### src/rtl/reg_bank_arbiter.sv
// Round-robin arbiter sharing the single port of the 16x32 register bank,
// plus a sequenced clear that zeroes registers 1..15 one per cycle.
module reg_bank_arbiter #(
  parameter int NREQ = 4,
  parameter int DW   = 32
) (
  input  logic              clk_i,
  input  logic              rst_ni,
  input  logic [NREQ-1:0]   req_valid_i,
  input  logic [NREQ-1:0]   req_we_i,
  input  logic [NREQ*4-1:0] req_addr_i,
  input  logic [NREQ*DW-1:0] req_wdata_i,
  output logic [NREQ-1:0]   req_ready_o,
  output logic [NREQ-1:0]   rsp_valid_o,
  output logic [DW-1:0]     rsp_rdata_o,
  input  logic              clr_start_i,
  output logic              clr_busy_o,
  output logic              clr_done_o,
  output logic              err_wr0_o,
  output logic [15:0]       bank_wr_o,
  output logic [3:0]        bank_rd_addr_o,
  output logic [DW-1:0]     bank_data_in_o,
  input  logic [DW-1:0]     bank_data_out_i
);

  localparam int PW = (NREQ > 1) ? $clog2(NREQ) : 1;
  localparam logic [NREQ-1:0] REQ_ONE = {{(NREQ-1){1'b0}}, 1'b1};

  typedef enum logic {
    SERVE = 1'b0,
    CLEAR = 1'b1
  } state_e;

  state_e          state_q;
  logic [PW-1:0]   rr_ptr_q;
  logic [3:0]      clr_idx_q;
  logic [NREQ-1:0] rsp_valid_q;
  logic [DW-1:0]   rsp_rdata_q;
  logic            clr_busy_q;
  logic            clr_done_q;
  logic            err_wr0_q;
  logic [3:0]      rd_addr_q;

  logic            grant_found;
  logic [PW-1:0]   grant_idx;
  logic [PW:0]     idx_sum;
  logic [PW:0]     rr_sum;
  logic [PW-1:0]   rr_ptr_d;
  logic            sel_we;
  logic [3:0]      sel_addr;
  logic [DW-1:0]   sel_wdata;
  logic            grant;

  // Search from rr_ptr upward, wrapping modulo NREQ; first pending request wins.
  always_comb begin
    grant_found = 1'b0;
    grant_idx   = '0;
    idx_sum     = '0;
    for (int k = 0; k < NREQ; k++) begin
      idx_sum = {1'b0, rr_ptr_q} + (PW+1)'(k);
      if (idx_sum >= (PW+1)'(NREQ)) idx_sum = idx_sum - (PW+1)'(NREQ);
      if (!grant_found && req_valid_i[idx_sum[PW-1:0]]) begin
        grant_found = 1'b1;
        grant_idx   = idx_sum[PW-1:0];
      end
    end
  end

  always_comb begin
    sel_we    = 1'b0;
    sel_addr  = '0;
    sel_wdata = '0;
    for (int i = 0; i < NREQ; i++) begin
      if (grant_idx == PW'(i)) begin
        sel_we    = req_we_i[i];
        sel_addr  = req_addr_i[4*i +: 4];
        sel_wdata = req_wdata_i[DW*i +: DW];
      end
    end
  end

  assign grant    = (state_q == SERVE) && !clr_start_i && grant_found;
  assign rr_sum   = {1'b0, grant_idx} + (PW+1)'(1);
  assign rr_ptr_d = (rr_sum == (PW+1)'(NREQ)) ? '0 : rr_sum[PW-1:0];

  // Writes to register 0 never reach the bank, so bank_wr[0] stays low.
  always_comb begin
    req_ready_o    = '0;
    bank_wr_o      = '0;
    bank_data_in_o = '0;
    bank_rd_addr_o = rd_addr_q;
    if (state_q == CLEAR) begin
      bank_wr_o = 16'(1) << clr_idx_q;
    end else if (grant) begin
      req_ready_o = REQ_ONE << grant_idx;
      if (sel_we) begin
        if (sel_addr != 4'd0) begin
          bank_wr_o      = 16'(1) << sel_addr;
          bank_data_in_o = sel_wdata;
        end
      end else begin
        bank_rd_addr_o = sel_addr;
      end
    end
  end

  always_ff @(posedge clk_i or negedge rst_ni) begin
    if (!rst_ni) begin
      state_q     <= SERVE;
      rr_ptr_q    <= '0;
      clr_idx_q   <= 4'd1;
      rsp_valid_q <= '0;
      rsp_rdata_q <= '0;
      clr_busy_q  <= 1'b0;
      clr_done_q  <= 1'b0;
      err_wr0_q   <= 1'b0;
      rd_addr_q   <= '0;
    end else begin
      rsp_valid_q <= '0;
      clr_done_q  <= 1'b0;
      case (state_q)
        SERVE: begin
          if (clr_start_i) begin
            state_q    <= CLEAR;
            clr_busy_q <= 1'b1;
            clr_idx_q  <= 4'd1;
          end else if (grant) begin
            rr_ptr_q <= rr_ptr_d;
            if (sel_we) begin
              if (sel_addr == 4'd0) err_wr0_q <= 1'b1;
            end else begin
              rsp_valid_q <= REQ_ONE << grant_idx;
              rsp_rdata_q <= (sel_addr == 4'd0) ? '0 : bank_data_out_i;
              rd_addr_q   <= sel_addr;
            end
          end
        end
        CLEAR: begin
          if (clr_idx_q == 4'd15) begin
            state_q    <= SERVE;
            clr_busy_q <= 1'b0;
            clr_done_q <= 1'b1;
            clr_idx_q  <= 4'd1;
          end else begin
            clr_idx_q <= clr_idx_q + 4'd1;
          end
        end
        default: state_q <= SERVE;
      endcase
    end
  end

  assign rsp_valid_o = rsp_valid_q;
  assign rsp_rdata_o = rsp_rdata_q;
  assign clr_busy_o  = clr_busy_q;
  assign clr_done_o  = clr_done_q;
  assign err_wr0_o   = err_wr0_q;

endmodule

### config.mk
export PLATFORM = sky130hd
export DESIGN_NAME = reg_bank_arbiter
export DESIGN_NICKNAME = d
export VERILOG_FILES = /design/src/rtl/reg_bank_arbiter.sv
export SDC_FILE = /design/constraint.sdc
export NUM_CORES = 1
export LEC_CHECK = 0
export BUFFER_PORTS_ARGS = -buffer_cell sky130_fd_sc_hd__buf_4
export CAP_MARGIN = 20
export CORE_MARGIN = 2
export CORE_UTILIZATION = 35
export CTS_BUF_LIST = sky130_fd_sc_hd__clkbuf_8
export DETAILED_ROUTE_END_ITERATION = 16
export PLACE_DENSITY_LB_ADDON = 0.05
export SKIP_CTS_REPAIR_TIMING = 1
export SKIP_LAST_GASP = 1
export SLEW_MARGIN = 0
export SYNTH_ARGS = -nofsm -noshare
export SYNTH_HDL_FRONTEND = slang
export SYNTH_SLANG_ARGS = --single-unit
### constraint.sdc
create_clock -name clk_i -period 2.7 [get_ports clk_i]
set_clock_uncertainty 0.2 [all_clocks]
set_input_delay 0.27 -clock clk_i [delete_from_list [all_inputs] [get_ports clk_i]]
set_output_delay 0.27 -clock clk_i [all_outputs]
set_load 0.01 [all_outputs]
## Yosys cells after proc, flatten, opt, wreduce, memory -nomap -nowiden

Index checks and enable logic that the tools add are counted.

| cells by class | value |
|---|---|
| add/subtract/negate cells | 9 |
| magnitude comparators | 8 |
| equality and inequality tests | 7 |
| shifts and indexed selects | 3 |
| mux-type cells | 62 |
| bitwise gates (word level) | 3 |
| reduce and logical (&&, ||, !) cells | 17 |

Operators with widths:

| operator | number |
|---|---|
| 32-bit 2-to-1 mux | 9 |
| 16-bit 2-to-1 mux | 4 |
| 4-bit 2-to-1 mux | 15 |
| 1-bit by 4-bit << shifter with 16-bit output, first input constant | 2 |
| 1-bit 2-to-1 mux | 18 |
| 2-bit 2-to-1 mux | 9 |
| 2-bit by 3-bit < comparator with 1-bit output, second input constant | 4 |
| 3-bit greater-or-equal comparator, second input constant | 3 |
| 1-bit binary-select mux with 2-bit select | 4 |
| 4-bit one-hot mux with 2 select lines | 1 |
| 2-bit by 1-bit subtractor with 2-bit output, second input constant | 4 |
| 2-bit by 1-bit adder with 3-bit output, second input constant | 2 |
| 2-bit by 2-bit adder with 3-bit output, second input constant | 2 |
| 1-bit logical AND | 5 |
| 5-bit AND reduction | 1 |
| 4-bit by 1-bit adder with 4-bit output, second input constant | 1 |
| 2-bit equality test, second input constant | 2 |
| 4-bit equality test, second input constant | 1 |
| 1-bit zero test | 4 |
| 4-bit zero test | 1 |
| 1-bit one-hot mux with 2 select lines | 2 |
| 2-bit AND reduction | 2 |
| 4-bit AND reduction | 1 |
| 4-bit nonzero test | 1 |
| 9 further kinds | 11 |

| storage, ports and cells | value |
|---|---|
| register bits after elaboration | 50 |
| input port bits | 187 |
| output and inout port bits | 95 |
| word-level logic and storage cells | 118 |

## Depth between registers and ports, before layout

| logic depth | value |
|---|---|
| depth after elaboration | 24 |
| depth in mapped cells | 14 |
| gate-level depth less buffers | 11 |

## Worst setup path before layout

OpenSTA, ideal clock, no wires.

| path | value |
|---|---|
| path kind | flip-flop to output port |
| start | register rr_ptr_q[1] |
| end | output bank_data_in_o[10] |
| data arrival time | 2500 ps |
| data required time | 2230 ps |
| slack | -270 ps |
| stages on the path, launching flop included | 14 |
| path buffers | 2 |
| cells stage by stage | dfrtp_1 -> nand2b_1 -> a21oi_1 -> a21oi_1 -> o21ai_0 -> inv_1 -> ha_1 -> buf_2 -> nand2b_4 -> o22ai_1 -> a31oi_2 -> o41ai_4 -> buf_6 -> nor2_1 |

| on the way | value |
|---|---|
| longest elaborated chain between the ends | 24 |
| elaborated cells between the ends (all ways) | 59 |
| those cells by class | add/sub: 7; order compare: 4; eq/ne: 3; mux: 36; reduce/logical: 9 |

Ends and longest elaborated chain:

| what | line | text |
|---|---|---|
| from (decl) | 35 | `logic [PW-1:0] rr_ptr_q;` |
| from (signal assigned) | 128 | `rr_ptr_q <= rr_ptr_d;` |
| branches (longest 22 deep; another with 2-bit by 1-bit adder with 3-bit output) | - |  |
| 32-bit 2-to-1 mux * | 94 | `end else if (grant) begin` |
| 32-bit 2-to-1 mux * | 92 | `if (state_q == CLEAR) begin` |
| to (decl) | 22 | `output logic [DW-1:0] bank_data_in_o,` |

Every way passes the cells marked *. The select of a mux whose other input is x is not followed.

## Final worst setup path

| path | value |
|---|---|
| start | register rr_ptr_q[1] |
| end | output bank_data_in_o[30] |

The elaborated chain is that of the path after synthesis.

==> flow_summary.ini <==
[final_layout]
nets = 1038
final_cell_mix = 312 x buf_4, 93 x nand2_1, 64 x nor2b_1
utilization_pct = 67.0
diodes = 0
post_layout_nonfiller_instances = 981
multiInputGateArea_sq_um = 2910
seq_area_sq_um = 1250
fillers = 916
final_common_cell = buf_4
area_growth_pct = 86.1
finalInstanceArea_sq_um = 7330
drive_gt1_share_pct = 54.1

[clock_tree]
htreeDepth = 2
clockBufferDepth = 2
cts_made_buffers = 5
cts_tree = yes
cts.reportedPaths.clkPinSlew_ns = 0.10
clk-insertion-delay-late_ns = 0.31
clock-sinks = 50
clockRootBuffer = clkbuf_8

[timing]
period_share_pct = 130
final_hold_viol_count = 0
setup_violations = 92
clock.fmax_ghz = 0.284
tightest_slew_ns = 0.638
min_period_ns = 3.52
rsz0062_at_grt = yes
maxSlewHeadroom_pct = 57.5
maxSlewViolCount = 0
fin_ws_ns = -0.819

[grt]
grt_start_max_net_pins = 57
grt_overflow = 0
antenna_found_initial = 0
grt_pass1_wl_microns = 21800
grt_pass1_vias = 4611
track_usage_pct = 22.6

[critical_path]
ff2ff_setup_slack_ns = -0.31
regToRegEndpoint = rsp_rdata_o[2]
path_max_fanout = 8
startpoint_type = flip-flop
setup.worst_path.end_class = output port
rr_worst_depth = 13
worstSetupPathType = reg -> out
reg2reg_from = rr_ptr_q[1]
worstPathRequired_ns = 2.23
arrival_ns = 3.05

[detailed_routing]
routed_wirelength_microns = 16400
route.detailed.drc = 0
num_vias = 5134
drt_iter0_markers = 327
antenna_left = 0
first_pass_iters = 4
wire_per_inst_microns = 16.7
vias_per_cell = 5.23

[hold_path]
worstHoldStart = bank_data_out_i[13]
whs_endpoint = rsp_rdata_o[13]
hp-class = in -> reg
min_path_cells = 3

[floorplan]
fp.coreArea_sq_um = 10900
dieArea_sq_um = 12100
initial_utilization_pct = 36.0
io_pins = 282
die_h_microns = 110
die_w_microns = 110
rows = 38

[place]
gp_congestion = 0.897
dp.final_hpwl_microns = 11700
dpl_cell_area_sq_um = 6520
port_buffers = 281
dp_cells = 952

[yosys]
ys_warn_count = 0
synth_edf_count = 0
synth_nets = 725
synthArstFlopShare_pct = 100
synth_area_sq_um = 3940
avgSynthCellArea_sq_um = 7.46
synth_seq_cells = 50
synth_cells = 528
synth_top_flop_cell = dfrtp_1
synth_seq_area_share_pct = 31.8
synth_cell_types = 46

[status]
status = complete, but fails checks
violations = setup timing

[flow_run]
cap_violations = 0

[pwr]
cellPowerDensity_nw_per_um2 = 873
p_leak_nw = 3.47
ir_drop_mv = 0.466
critical path, cell delays in order, from the launching register on:
cell,delay [ns]
dfrtp_2,0.46
buf_6,0.14
o31ai_2,0.20
o22a_2,0.28
buf_6,0.13
ha_4,0.16
nand2b_4,0.08
buf_4,0.15
o211a_2,0.27
o41ai_4,0.30
buf_6,0.20
clkbuf_16,0.17
nor2_1,0.05
buf_4,0.14
cell type report:
| cell class | instances | area share, % |
|---|---|---|
| multi-input cells | 427 | 39.6 |
| well taps | 140 | 2.39 |
| inverters | 9 | 0.495 |
| flip-flops and latches | 50 | 17.1 |
| repair buffers | 348 | 39.3 |
| clock buffers | 5 | 0.939 |
| clock inverters | 2 | 0.188 |
synthesized netlist by cell type, types with 4 or more instances:
cell type   n  share of area (%)
clkbuf_1   25                2.4
buf_2       6               0.76
inv_1       9               0.86
nand3_1     8                1.0
buf_4       6                1.1
nand2_1    99                9.4
dfrtp_1    49                 31
nor2_1     39                3.7
o21ai_0    48                6.1
a21oi_1    36                4.6
nor3_1     34                4.3
ha_1       10                3.2
nand2b_1    5               0.79
nor2b_1    64                 10
o211ai_1    4               0.76
and2_1      8                1.3
a221oi_1   32                7.1
registers in the layout (all words and copies together), names as in the netlist:
name,count
clr_busy_o,1
rr_ptr_q,2
clr_done_o,1
rd_addr_q,4
rsp_rdata_o,32
rsp_valid_o,4
state_q,1
clr_idx_q,4
err_wr0_o,1
per-layer routing:
| metal | vias up | track usage [%] | wire (microns) |
|---|---|---|---|
| met4 | 0 | 4.46 | 214 |
| met1 | 2434 | 29.3 | 6600 |
| met2 | 202 | 39.3 | 8280 |
| met3 | 24 | 4.47 | 1280 |
| li1 | 2474 | - | - |
| met5 | - | 0 | 0 |
stage by stage:
step | hold slack (ns) | worst slack, ns | total power, mW | setup TNS [ns]
finish | 0.00943 | -0.819 | 6.40 | -47.93
global route | 0.00632 | -0.944 | 6.86 | -58.52
CTS | -0.199 | -0.826 | 5.49 | -48.87
detailed placement | 0.144 | -0.455 | 5.03 | -28.18
global placement | 0.129 | -0.352 | 4.97 | -21.04
floorplan | -0.226 | -0.224 | 3.50 | -8.73
worst max path at each step:
stage,from,end,slack (ns),cells after the start
floorplan,rr_ptr_q[1],bank_data_in_o[12],-0.22,13
global placement,rr_ptr_q[1],bank_data_in_o[30],-0.35,14
detailed placement,rr_ptr_q[1],bank_data_in_o[20],-0.46,14
CTS,rr_ptr_q[1],bank_data_in_o[20],-0.83,14
global route,rr_ptr_q[1],bank_data_in_o[15],-0.94,14
finish,rr_ptr_q[1],bank_data_in_o[30],-0.82,13
cell families (layout without fill, tap and decap cells):
| family | count (synthesis) | after routing | share of synthesized area (%) |
|---|---|---|---|
| buffers and inverters | 52 | 364 | 6.38 |
| adder cells (fa/ha/maj) | 10 | 10 | 3.18 |
| AO/OA/AOI/OAI | 146 | 147 | 24.6 |
| multiplexers | 3 | 3 | 0.826 |
| flip-flops | 50 | 50 | 31.8 |
| AND/OR/NAND/NOR | 267 | 267 | 33.2 |
where the power goes:
part           internal [mW]  leakage, nW  switching, mW  total [mW]
logic                   2.28         2.79           2.43        4.71
clock network          0.180       0.0444          0.266       0.446
registers               1.04        0.637          0.205        1.24
No activity file was read; power rests on OpenSTA's default activity.
